### src/rtl/digital_pll_lock_detect.sv
// ----------------------------------------------------------------------------
// digital_pll_lock_detect
//
// Lock detector that sits behind the digital PLL trim controller. It counts
// i_clock cycles between rising edges of the reference i_osc and compares
// each measured period with the target i_div. A hysteretic FSM declares lock
// after LOCK_COUNT consecutive good periods. It drops lock after UNLOCK_COUNT
// consecutive bad periods, or at once when the reference stops toggling.
//
// Parameters:
//   LOCK_COUNT    consecutive good periods needed to declare lock (1..31)
//   UNLOCK_COUNT  consecutive bad periods needed to drop lock     (1..31)
//   TOL           allowed |period - div| for a good period         (0..7)
//
// Ports:
//   i_clock       PLL output clock, the only clock of this block
//   i_resetb      asynchronous active-low reset
//   i_osc         reference clock, asynchronous to i_clock
//   i_div[4:0]    target i_clock cycles per i_osc period (0 = never good)
//   i_trim[25:0]  thermometer trim code from the PLL controller
//   i_enable      detector enable; low holds the FSM in SEARCH
//   i_clr_lost    single-cycle pulse that clears o_lost_lock
//   o_locked      lock indication (LOCKED or SLIP, one cycle behind state)
//   o_lost_lock   sticky flag: lock was dropped since the last clear
//   o_period[5:0] last evaluated period in i_clock cycles, saturating at 63
//   o_trim_level  registered popcount of i_trim (0..26)
//   o_at_rail     trim level at 0 or 26 while locked
//   o_state[1:0]  SEARCH=0, VERIFY=1, LOCKED=2, SLIP=3
// ----------------------------------------------------------------------------
module digital_pll_lock_detect #(
    parameter int LOCK_COUNT   = 16,
    parameter int UNLOCK_COUNT = 4,
    parameter int TOL          = 1
) (
    input  logic        i_clock,
    input  logic        i_resetb,
    input  logic        i_osc,
    input  logic [4:0]  i_div,
    input  logic [25:0] i_trim,
    input  logic        i_enable,
    input  logic        i_clr_lost,
    output logic        o_locked,
    output logic        o_lost_lock,
    output logic [5:0]  o_period,
    output logic [4:0]  o_trim_level,
    output logic        o_at_rail,
    output logic [1:0]  o_state
);

    localparam logic [5:0] CNT_MAX     = 6'd63;
    localparam logic [5:0] CNT_WD      = 6'd62;
    localparam logic [4:0] LOCK_TGT    = 5'(LOCK_COUNT);
    localparam logic [4:0] UNLOCK_TGT  = 5'(UNLOCK_COUNT);
    localparam logic [6:0] TOL_W       = 7'(TOL);
    localparam logic [4:0] TRIM_FULL   = 5'd26;

    typedef enum logic [1:0] {
        SEARCH = 2'd0,
        VERIFY = 2'd1,
        LOCKED = 2'd2,
        SLIP   = 2'd3
    } state_t;

    state_t      r_state;
    logic [2:0]  r_oscbuf;
    logic [5:0]  r_cnt;
    logic        r_meas_valid;
    logic [4:0]  r_good_cnt;
    logic [4:0]  r_bad_cnt;
    logic        r_locked;
    logic        r_lost_lock;
    logic [5:0]  r_period;
    logic [4:0]  r_trim_level;
    logic        r_at_rail;

    logic              w_tick;
    logic              w_watchdog;
    logic signed [6:0] w_diff;
    logic [6:0]        w_abs_diff;
    logic              w_good;
    logic [4:0]        w_popcount;

    // Rising edge of the synchronised reference, seen between flops 1 and 2.
    assign w_tick = r_oscbuf[1] & ~r_oscbuf[2];

    // The counter is about to saturate: the reference has stopped.
    assign w_watchdog = ~w_tick && (r_cnt == CNT_WD);

    // On a tick r_cnt holds the cycles since the previous tick. The 7-bit
    // signed difference covers -31..63 without wrapping.
    assign w_diff     = $signed({1'b0, r_cnt}) - $signed({2'b00, i_div});
    assign w_abs_diff = w_diff[6] ? $unsigned(-w_diff) : $unsigned(w_diff);
    assign w_good     = r_meas_valid && (i_div != 5'd0) && (w_abs_diff <= TOL_W);

    always_comb begin
        w_popcount = 5'd0;
        for (int k = 0; k < 26; k++) begin
            w_popcount = w_popcount + {4'd0, i_trim[k]};
        end
    end

    always_ff @(posedge i_clock or negedge i_resetb) begin
        if (!i_resetb) begin
            r_state      <= SEARCH;
            r_oscbuf     <= 3'd0;
            r_cnt        <= 6'd0;
            r_meas_valid <= 1'b0;
            r_good_cnt   <= 5'd0;
            r_bad_cnt    <= 5'd0;
            r_locked     <= 1'b0;
            r_lost_lock  <= 1'b0;
            r_period     <= 6'd0;
            r_trim_level <= 5'd0;
            r_at_rail    <= 1'b0;
        end else begin
            r_oscbuf     <= {r_oscbuf[1:0], i_osc};
            r_trim_level <= w_popcount;
            r_at_rail    <= r_locked && ((r_trim_level == 5'd0) || (r_trim_level == TRIM_FULL));

            // Period counter runs regardless of enable so that measurement
            // timing does not depend on when the detector is switched on.
            if (w_tick) begin
                r_cnt <= 6'd1;
            end else if (r_cnt != CNT_MAX) begin
                r_cnt <= r_cnt + 6'd1;
            end

            // locked follows the state one cycle later.
            r_locked <= i_enable && ((r_state == LOCKED) || (r_state == SLIP));

            // Clear first; any set below overrides it in the same cycle.
            if (i_clr_lost) begin
                r_lost_lock <= 1'b0;
            end

            if (!i_enable) begin
                r_state      <= SEARCH;
                r_good_cnt   <= 5'd0;
                r_bad_cnt    <= 5'd0;
                r_meas_valid <= 1'b0;
            end else if (w_watchdog) begin
                r_state      <= SEARCH;
                r_good_cnt   <= 5'd0;
                r_bad_cnt    <= 5'd0;
                r_meas_valid <= 1'b0;
                if ((r_state == LOCKED) || (r_state == SLIP)) begin
                    r_lost_lock <= 1'b1;
                end
            end else if (w_tick) begin
                // A tick with no valid previous edge only primes the measurement.
                r_meas_valid <= 1'b1;
                if (r_meas_valid) begin
                    r_period <= r_cnt;
                    case (r_state)
                        SEARCH: begin
                            if (w_good) begin
                                if (LOCK_TGT == 5'd1) begin
                                    r_state    <= LOCKED;
                                    r_good_cnt <= 5'd0;
                                end else begin
                                    r_state    <= VERIFY;
                                    r_good_cnt <= 5'd1;
                                end
                            end
                        end
                        VERIFY: begin
                            if (w_good) begin
                                if ((r_good_cnt + 5'd1) == LOCK_TGT) begin
                                    r_state    <= LOCKED;
                                    r_good_cnt <= 5'd0;
                                end else begin
                                    r_good_cnt <= r_good_cnt + 5'd1;
                                end
                            end else begin
                                r_state    <= SEARCH;
                                r_good_cnt <= 5'd0;
                            end
                        end
                        LOCKED: begin
                            if (!w_good) begin
                                if (UNLOCK_TGT == 5'd1) begin
                                    r_state     <= SEARCH;
                                    r_bad_cnt   <= 5'd0;
                                    r_lost_lock <= 1'b1;
                                end else begin
                                    r_state   <= SLIP;
                                    r_bad_cnt <= 5'd1;
                                end
                            end
                        end
                        SLIP: begin
                            if (w_good) begin
                                r_state   <= LOCKED;
                                r_bad_cnt <= 5'd0;
                            end else if ((r_bad_cnt + 5'd1) == UNLOCK_TGT) begin
                                r_state     <= SEARCH;
                                r_bad_cnt   <= 5'd0;
                                r_lost_lock <= 1'b1;
                            end else begin
                                r_bad_cnt <= r_bad_cnt + 5'd1;
                            end
                        end
                        default: begin
                            r_state <= SEARCH;
                        end
                    endcase
                end
            end
        end
    end

    assign o_locked     = r_locked;
    assign o_lost_lock  = r_lost_lock;
    assign o_period     = r_period;
    assign o_trim_level = r_trim_level;
    assign o_at_rail    = r_at_rail;
    assign o_state      = r_state;

endmodule

### config.mk
export PLATFORM = sky130hd
export DESIGN_NAME = digital_pll_lock_detect
export DESIGN_NICKNAME = d
export VERILOG_FILES = /design/src/rtl/digital_pll_lock_detect.sv
export SDC_FILE = /design/constraint.sdc
export NUM_CORES = 1
export LEC_CHECK = 0
export ABC_CLOCK_PERIOD_IN_PS = 5600
export CORE_ASPECT_RATIO = 1.4
export CORE_MARGIN = 2
export CORE_UTILIZATION = 57
export DETAILED_ROUTE_END_ITERATION = 12
export PLACE_DENSITY = 0.86
export SKIP_CTS_REPAIR_TIMING = 1
export SYNTH_ARGS = -nofsm -noshare
export SYNTH_HDL_FRONTEND = slang
export SYNTH_SLANG_ARGS = --single-unit
### constraint.sdc
create_clock -name i_clock -period 5.6 [get_ports i_clock]
set_input_delay 0.56 -clock i_clock [delete_from_list [all_inputs] [get_ports i_clock]]
set_output_delay 0.56 -clock i_clock [all_outputs]
set_load 0.02 [all_outputs]
Word level (Yosys, flattened, before mapping)
Index checks and enable logic that the tools add are counted.

storage, ports and cells
  flip-flop bits (word level) = 36
  input port bits = 36
  output and inout bits = 16
  logic and storage cells = 119

operators by class
  $add $sub $neg = 30
  order comparisons = 1
  equal/unequal tests = 16
  mux-type cells = 42
  bitwise logic cells = 4
  reductions and logical operators = 15

operators with widths
  operator                                                                           count
  5-bit by 1-bit adder with 5-bit output                                             21
  5-bit two-way mux                                                                  14
  2-bit two-way mux                                                                  10
  5-bit case mux with 2 select lines                                                 2
  1-bit two-way mux                                                                  12
  6-bit two-way mux                                                                  2
  4-bit AND reduction                                                                3
  5-bit by 1-bit adder with 5-bit output (second input constant)                     2
  5-bit equality test (second input constant)                                        2
  4-bit by 1-bit != test with 1-bit output (second input constant)                   2
  4-bit != test (second input constant)                                              2
  2-bit case mux with 4 select lines                                                 1
  7-bit by 1-bit less-or-equal comparator with 1-bit output (second input constant)  1
  7-bit two-way mux                                                                  1
  7-bit negation                                                                     1
  6-bit by 5-bit subtractor with 7-bit output                                        1
  6-bit by 1-bit adder with 6-bit output (second input constant)                     1
  6-bit equality test (second input constant)                                        1
  3-bit by 1-bit != test with 1-bit output (second input constant)                   2
  6-bit != test (second input constant)                                              1
  6-bit AND reduction                                                                1
  4-bit by 1-bit adder with 5-bit output                                             1
  5-bit by 3-bit equality test with 1-bit output (second input constant)             1
  1-bit logical AND                                                                  5
  other kinds (14)                                                                   18

Logic depth before layout (Yosys ltp)
  word-level depth = 25
  mapped depth = 15
  gate-level depth less buffers = 15

Worst setup path before layout
No wires, ideal clock.

  path kind = in2reg
  start point = input i_trim[17]
  end point = register r_trim_level[4], in the netlist o_trim_level[4]
  library setup time = 80 ps
  arrival time = 4,596 ps
  data required time = 5,520 ps
  path slack = 924 ps
  stages on the path = 15
  path buffers = 0
  cells stage by stage = fa_1 inv_1 fa_1 inv_1 fa_1 inv_1 fa_1 fa_1 fa_1 inv_1 ha_1 fa_1 a21o_1 a21oi_1 xnor2_1

on the way
  cells in the longest elaborated chain, start to end = 9

RTL lines
  item                                                  line  text
  from (decl)                                           39    input logic [25:0] i_trim,
  5-bit by 1-bit adder with 5-bit output (9 in series)  98    w_popcount = w_popcount + {4'd0, i_trim[k]};
  named net w_popcount[4]                               81    logic [4:0] w_popcount;
  to (signal assigned)                                  117   r_trim_level <= w_popcount;
  to (decl)                                             73    logic [4:0] r_trim_level;

The timed path passes the listed nets, and every way through them passes these cells.
A chain may end at the register's enable or synchronous reset.

Final worst setup path
Same ends and word-level chain as after synthesis.

==> impl_metrics.toml <==
[detailed_routing]
post-route-drc-count = 0
num_vias = 2191
first_pass_iters = 4
viasPerCell = 5.491
drt-total-wl_mm = 5.713
wl_per_cell_microns = 14.32
first_iter_violations = 108
antenna_left = 0

[critical_path]
reg2reg_to = "r_bad_cnt[1]"
setup.worst_path.class = "input pin to register"
worstSetupStartpoint = "i_trim[17]"
crit_end = "o_trim_level[4]"
r2r_start = "r_cnt[0]"
ff2ff_path_depth = 12
end_kind = "register"
critPathArrivalTime_ns = 5.16
start_kind = "input pin"
r2r_slack_ns = 2.06
cp_max_fo = 2
critPathRequiredTime_ns = 5.80

[sta]
rsz0062_at_grt = "false"
tns_ns = 0
slew_headroom_pct = 47.84
worst_slew_pin_slew_ns = 0.7824
slew_viol_final = 0
fmax_mhz = 201.8
hold_violations = 0
setup_viol = 0
fin_skew_ns = 0.01097
period_minus_slack_ns = 4.954
setup_ws_ns = 0.6456
fin_crit_sh_pct = 88.47

[floorplan]
start_util_pct = 59.84
die_x_microns = 62.79
core-area_sq_um = 4608
dieArea_sq_um = 5418
die_y_microns = 86.30
ios = 52
rows = 29

[clocking]
cts_tree = "built"
cts_max_path_buffers = 2
clock_latency_ns = 0.29
numClockSinks = 36
clk_pin_slew_ns = 0.08
cts_root_buffer = "clkbuf_8"
cts_max_level = 2
cts-buffers-inserted = 5

[grt]
grt_max_degree = 37
grt_pass1_vias = 2230
antenna_found_initial = 0
grt_use_total_pct = 23.25
grt_pass1_wl_mm = 9.970
grt-ovfl-total = 0

[finish]
utilization_pct = 73.45
finalNetCount = 411
areaGrowthSynthToFinish_pct = 22.73
num_antenna_cells = 0
final_area_sq_um = 3385
n_fill_cell = 351
final_layout_size_suffix_gt1_share_pct = 6.528

[yosys]
ys_top_cells_by_area = "dfrtp_1 (33%), fa_1 (14%), ha_1 (8.6%), inv_1 (5.7%), nand2_1 (3.7%)"
ys_warn_count = 0
async_flop_share_pct = 100.0
ys_ff_latch = 36
syn_inst = 285
syn-num-nets = 359
yosysMostFrequentCell = "inv_1"
syn_area_per_cell_sq_um = 9.676
synth_edf_count = 0
synthesis.area_sq_um = 2758
synth_cell_types = 53
synth_area_leader_cell = "dfrtp_1"
yosysTopAreaCellShare_pct = 32.67
synth-main-ff-cell = "dfrtp_1"
yosysSeqAreaShare_pct = 32.67
synthTopCellsByCount = "inv_1 (42), dfrtp_1 (36), nand2_1 (27), fa_1 (19), ha_1 (19)"

[flow_run]
maxCapViolations = 0

[hold_path]
hold_path.class = "input pin to asynchronous set/reset pin"

[pwr]
power_leakage_nw = 1.561
ir_drop_mv = 0.5681
finalPower_mw = 1.333
p_per_area_nw_per_um2 = 393.8

[placement]
io_buffers = 51
gp_congestion = 0.8848
placed_area_sq_um = 3307
place_ws_ns = 0.3458
dp_hpwl_mm = 4.570

[run_status]
outcome = "finished clean"
[critical path, stage by stage]
cell and delay [ns]:
clkdlybuf4s50_1 0.43, fa_1 0.53, inv_1 0.05, fa_1 0.48, inv_1 0.05, fa_1 0.48, inv_1 0.05, fa_1 0.49
fa_1 0.42, fa_1 0.49, inv_1 0.04, ha_1 0.20, fa_1 0.40, a21o_1 0.19, a21oi_1 0.18, xnor2_1 0.13
[cell families (layout without fill, tap and decap cells)]
kind of cell,after synthesis,in the layout,synth area share (%)
AOI/OAI and AO/OA,45,45,12.07
muxes,8,8,3.312
adders and majority gates,38,38,22.41
xor gates and xnor gates,11,11,3.494
buffers and inverters,48,100,6.942
DFF,36,36,32.67
and+or+nand+nor,99,99,19.10
[worst min-delay path by stage]
stage	start	end	slack [ns]	depth (start not counted)
2_1_floorplan	i_resetb	o_at_rail	0.26	0
3_3_place_gp	r_oscbuf[0]	r_oscbuf[1]	0.34	0
3_5_place_dp	r_oscbuf[0]	r_oscbuf[1]	0.34	0
4_1_cts	r_oscbuf[0]	r_oscbuf[1]	0.36	0
5_1_grt	r_oscbuf[0]	r_oscbuf[1]	0.38	0
6_report	i_resetb	o_state[0]	0.34	1
[registers in the layout (all words and copies together) (netlist names)]
register      count
r_meas_valid      1
o_lost_lock       1
r_bad_cnt         5
r_cnt             6
r_good_cnt        5
o_trim_level      5
r_oscbuf          3
o_locked          1
o_period          6
o_state           2
o_at_rail         1
[power breakdown]
part	internal (mW)	total (mW)	switching [mW]
registers	0.315	0.360	0.0446
logic	0.385	0.802	0.416
clock network	0.0845	0.171	0.0869
total	0.785	1.33	0.548
[layer usage]
layer	part of all wire, %	global-route usage (%)	vias to the layer above
met1	40	27.93	1034
met2	54	43.11	69
met4	2.2	8.283	0
li1	-	-	1078
met5	0	0	-
met3	3.5	2.597	10
[cell usage in the layout, fill, tap and decap left out, drive strengths merged, types with 7 or more instances in the layout]
cell,instances
a211oi,7
a21oi,8
clkdlybuf4s50,50
dfrtp,36
fa,19
ha,19
inv,42
nand2,27
nand3,12
nor2,17
nor3,8
o21ai,8
xnor2,7
[area by class of cell]
class                      instances  area (sq um)  share of cell area [%]
sequential                        36         900.9                   26.62
clock inverter                     1         5.005                  0.1479
tap                               62         77.57                   2.292
multi-input combinational        201          1665                   49.21
inverter                          42         157.7                   4.658
timing repair buffer              51         505.5                   14.94
clock buffer                       6         72.57                   2.144
[per-stage QoR]
stage | hold slack, ns | cells
5_1_grt | 0.3768 | 399
6_report | 0.3440 | 399
3_5_place_dp | 0.3373 | 392
4_1_cts | 0.3590 | 399
3_3_place_gp | 0.3402 | 392
2_1_floorplan | 0.2644 | 285
(Power assumes the default switching activity.)
